<file path="src/rtl/arb_grant_holder.sv">
// arb_grant_holder: turns a one-hot arbiter grant into a registered, held bus ownership.
//   clk_i        - clock, all state updates on the rising edge
//   rst_ni       - asynchronous active-low reset
//   req_i        - raw request vector (same one feeding the arbiter), used to detect release
//   arb_gnt_i    - arbiter one-hot grant
//   arb_valid_i  - arbiter valid
//   owner_gnt_o  - registered one-hot owner, zero when nobody owns the bus
//   owner_id_o   - binary index of the owner, zero when not busy
//   busy_o       - high while an ownership is held
//   hold_cnt_o   - completed ownership cycles, saturating at MAX_HOLD
//   timeout_o    - one-cycle pulse on forced revocation
//   gnt_err_o    - one-cycle pulse on a valid but non-one-hot grant while idle
// Define ARB_GRANT_TIMEOUT_EN to force release after MAX_HOLD cycles of ownership.
module arb_grant_holder #(
  parameter int N        = 4,
  parameter int MAX_HOLD = 15,
  localparam int IW      = $clog2(N),
  localparam int CW      = $clog2(MAX_HOLD + 1)
) (
  input  logic          clk_i,
  input  logic          rst_ni,
  input  logic [N-1:0]  req_i,
  input  logic [N-1:0]  arb_gnt_i,
  input  logic          arb_valid_i,
  output logic [N-1:0]  owner_gnt_o,
  output logic [IW-1:0] owner_id_o,
  output logic          busy_o,
  output logic [CW-1:0] hold_cnt_o,
  output logic          timeout_o,
  output logic          gnt_err_o
);
  typedef enum logic [1:0] {IDLE, HOLD, GAP} state_e;
  state_e        state_q, state_d;
  logic [N-1:0]  owner_gnt_q, owner_gnt_d;
  logic [IW-1:0] owner_id_q, owner_id_d, gnt_idx;
  logic [CW-1:0] hold_cnt_q, hold_cnt_d;
  logic          timeout_q, timeout_d, gnt_err_q, gnt_err_d;
  always_comb begin
    gnt_idx = '0;
    for (int i = 0; i < N; i++) if (arb_gnt_i[i]) gnt_idx = IW'(i);
  end
  always_comb begin
    state_d     = state_q;
    owner_gnt_d = owner_gnt_q;
    owner_id_d  = owner_id_q;
    hold_cnt_d  = hold_cnt_q;
    timeout_d   = 1'b0;
    gnt_err_d   = 1'b0;
    unique case (state_q)
      IDLE: if (arb_valid_i) begin
        if ($onehot(arb_gnt_i)) begin
          state_d     = HOLD;
          owner_gnt_d = arb_gnt_i;
          owner_id_d  = gnt_idx;
          hold_cnt_d  = '0;
        end else gnt_err_d = 1'b1;
      end
      HOLD: begin
        // Owner release wins over a coincident timeout, so it is tested first.
        if (!req_i[owner_id_q]) state_d = GAP;
`ifdef ARB_GRANT_TIMEOUT_EN
        else if (hold_cnt_q == CW'(MAX_HOLD - 1)) begin
          state_d   = GAP;
          timeout_d = 1'b1;
        end
`endif
        else if (hold_cnt_q != CW'(MAX_HOLD)) hold_cnt_d = hold_cnt_q + CW'(1);
        if (state_d == GAP) begin
          owner_gnt_d = '0;
          owner_id_d  = '0;
          hold_cnt_d  = '0;
        end
      end
      default: state_d = IDLE;
    endcase
  end
  always_ff @(posedge clk_i or negedge rst_ni) begin
    if (!rst_ni) begin
      state_q     <= IDLE;
      owner_gnt_q <= '0;
      owner_id_q  <= '0;
      hold_cnt_q  <= '0;
      timeout_q   <= 1'b0;
      gnt_err_q   <= 1'b0;
    end else begin
      state_q     <= state_d;
      owner_gnt_q <= owner_gnt_d;
      owner_id_q  <= owner_id_d;
      hold_cnt_q  <= hold_cnt_d;
      timeout_q   <= timeout_d;
      gnt_err_q   <= gnt_err_d;
    end
  end
  assign owner_gnt_o = owner_gnt_q;
  assign owner_id_o  = owner_id_q;
  assign busy_o      = state_q == HOLD;
  assign hold_cnt_o  = hold_cnt_q;
  assign timeout_o   = timeout_q;
  assign gnt_err_o   = gnt_err_q;
endmodule
</file>
<file path="config.mk">
export PLATFORM = sky130hd
export DESIGN_NAME = arb_grant_holder
export DESIGN_NICKNAME = d
export VERILOG_FILES = /design/src/rtl/arb_grant_holder.sv
export SDC_FILE = /design/constraint.sdc
export NUM_CORES = 1
export LEC_CHECK = 0
export CORE_MARGIN = 4
export CORE_UTILIZATION = 35
export CTS_BUF_LIST = sky130_fd_sc_hd__clkbuf_8
export DETAILED_ROUTE_END_ITERATION = 10
export PLACE_DENSITY_LB_ADDON = 0.1
export SLEW_MARGIN = 10
export SYNTH_ARGS = -nofsm -noshare
export SYNTH_HDL_FRONTEND = slang
export SYNTH_SLANG_ARGS = --single-unit
</file>
<file path="constraint.sdc">
create_clock -name clk_i -period 1.49 [get_ports clk_i]
set_input_delay 0.3725 -clock clk_i [delete_from_list [all_inputs] [get_ports clk_i]]
set_output_delay 0.3725 -clock clk_i [all_outputs]
set_load 0.005 [all_outputs]
</file>
==> results.yml <==
die:
  die_w_um: 52.8
  start_util: 0.386
  fp-row-count: 15
  io_pins: 24
  fp.dieH_um: 52.8
  design.die.area_um2: 2790
  core_area_um2: 1820
global_routing:
  grt_pass1_vias: 726
  antenna_found_initial: 0
  grtUsageTotal: 0.160
  grt_pass1_wl_mm: 3.24
  overflow: 0
  grt_max_degree: 14
worst_setup_path:
  crit_chain: "buf_6, inv_4, fa_1, inv_1, ha_2, ha_4, and4bb_4, o21bai_4, a22oi_2, o31ai_1"
  reg2reg_to: "owner_gnt_o[1]"
  ff2ff_setup_slack_ns: -0.02
  max_stage_delay_ns: 0.52
  crit_type: "input pin to flip-flop"
  r2r_cells: 5
  worstSetupStartpointType: "input pin"
  worstPathArrival_ns: 2.18
  slowest_stage: "fa_1"
  required_ns: 1.61
  path_max_fanout: 4
  crit_path_start: "arb_gnt_i[0]"
  crit_path_end_kind: "flip-flop"
  rr_startpoint: "state_q[0]"
sta:
  setup-violations-final: 12
  finalHoldViolCount: 0
  tightest_slew_ns: 0.606
  fin_ws_ns: -0.570
  min_period_over_period: 1.38
  maxSlewHeadroom: 0.595
  hold-worst-slack_ns: 0.368
  max_freq_mhz: 485
  slew_viol_final: 0
  fin_crit_ns: 2.06
  rsz0062_at_grt: "true"
  fin_skew_ns: 0.00199
synth:
  syn-cell-area_um2: 703
  synth_top_family_by_area: "compound AO/OA/AOI/OAI gates"
  synth_mux_area_frac: 0.0320
  synth_enable_flop_cells: 0
  syn_inst: 72
  seq_area_frac_synth: 0.463
  synth_top_area_share: 0.463
  ys.flop_type: "dfrtp_1"
  synthSimpleGateAreaFrac: 0.165
  avgSynthCellArea_um2: 9.77
  synth_xor_xnor_area_share: 0
  yosys.area.top_type: "dfrtp_1"
  synth_compound_area_frac: 0.178
  synth.distinct_cells: 29
  synth.area.top_cells: "dfrtp_1 46%, inv_1 5.9%, ha_1 5.3%"
  synth_seq_cells: 13
  syn-num-nets: 87
  async_flop_share: 1.00
  ys.warnings.count: 0
  synth_fa_ha_area_frac: 0.0819
power:
  p_comb_frac: 0.556
  internal_power_mw: 1.26
  p_clk_frac: 0.159
  finalPower_mw: 1.95
  p_seq_frac: 0.285
  ir_drop_uv: 1000
  p_leak_nw: 0.697
  power.density_nw_per_um2: 1490
  p_switching_mw: 0.688
  p_sw_frac: 0.353
cts:
  path_clk_slew_ns: 0.06
  cts_tree: "yes"
  cts_max_level: 1
  cts_sinks: 13
  clockRootBuffer: "clkbuf_8"
  cts_hold_buffers: 0
  cts.path.max_buffers: 2
  worstSkewPairLatency_ns: 0.24
  cts-buffers-inserted: 3
layout:
  layout_common_cells: "20 x buf_4, 13 x dfrtp_1, 10 x clkdlybuf4s50_1"
  area_growth_pct: 85.6
  layout_commonest_cell: "buf_4"
  antennaDiodeCount: 0
  fin_nets: 134
  nFillCells: 136
  drive_above_1_share: 0.458
detailed_routing:
  routed_wl_mm: 2.12
  wl_per_cell_um: 14.8
  ant_nets: 0
  drtPass1Iterations: 4
  via_count: 720
  remaining_drc_errors: 0
  viasPerCell: 5.03
  drtIter0Drc: 20
placed_design:
  gp_congestion: 0.828
  portBuffers: 22
  dp_hpwl_mm: 1.30
min_path:
  hold_start: "arb_gnt_i[3]"
  min_path_cells: 3
  hold_class: "input pin to flip-flop"
  min_to: "owner_gnt_o[3]"
run_status:
  violations: "setup timing"
  status: "finished with violations"
job:
  drv_cap: 0
state kept, by name, indices dropped and copies added (netlist names):
register / cells
hold_cnt_o: 4
gnt_err_o: 1
owner_gnt_o: 4
owner_id_o: 2
state_q: 2
power groups by stage:
stage               Clock [mW]  Combinational (mW)  Sequential, mW
floorplan                    0               0.352           0.594
global placement             0               0.798           0.573
detailed placement           0               0.804           0.574
CTS                      0.318               0.939           0.558
global route             0.340                1.18           0.579
finish                   0.309                1.08           0.557
worst max-delay path: cells and delay by family:
kind	cells	cell delay, ns
buffers and inverters	3	0.15
AO/OA/AOI/OAI	3	0.35
AND/OR/NAND/NOR	1	0.38
adder cells (fa/ha/maj)	3	0.92
what timing repair did:
action	in CTS	in global routing
gates cloned	1	0
setup endpoints to repair	19	19
pin swaps	9	7
buffers inserted	6	5
gates resized for setup	33	19
logic make-up (layout without fill, tap and decap cells):
kind of cell | after synthesis | count (layout)
simple gates | 21 | 22
compound gates | 19 | 19
flops | 13 | 13
buf+inv | 13 | 58
fa+ha+maj | 4 | 4
other cells | 1 | 1
mux | 1 | 1
per-stage QoR:
stage          utilization  worst slack, ns  TNS (ns)  std cells  instance area (µm²)
5_1_grt              0.717           -0.634     -6.31        143                 1310
4_1_cts              0.659           -0.532     -5.05        138                 1200
2_1_floorplan            -           -0.636     -6.70         72                  754
3_5_place_dp         0.582            -1.37    -15.31        127                 1060
3_3_place_gp         0.582            -1.32    -14.91        127                 1060
6_report             0.717           -0.570     -5.73        143                 1310
final cells by class:
cell class,count,area [µm²],share of cell area
multi-input cells,47,454,0.348
inverters,11,51.3,0.0393
repair buffers,43,398,0.305
clock buffers,3,41.3,0.0316
well taps,25,31.3,0.0240
clock inverters,1,3.75,0.00288
flip-flops and latches,13,325,0.249
Yosys cell counts (all sizes together), types with 2 or more instances:
library cell,count
dfrtp,13
inv,11
o21ai,7
nand2,6
nand3,6
a21oi,3
ha,3
nor2,3
nand2b,2
worst max path at each step:
stage | endpoint | depth (start not counted)
global placement | owner_gnt_o[3] | 10
floorplan | owner_id_o[0] | 10
CTS | hold_cnt_o[2] | 10
finish | hold_cnt_o[2] | 10
global route | hold_cnt_o[2] | 10
detailed placement | owner_gnt_o[3] | 10
routing by layer:
metal / part of all wire / up-vias / GRT usage
met2: 0.51 / 25 / 0.291
met1: 0.44 / 344 / 0.188
met3: 0.037 / 4 / 0.0256
met4: 0.011 / 0 / 0.0511
met5: 0 / - / 0
li1: - / 347 / -
Note: power is estimated with default switching activity, not from simulation.
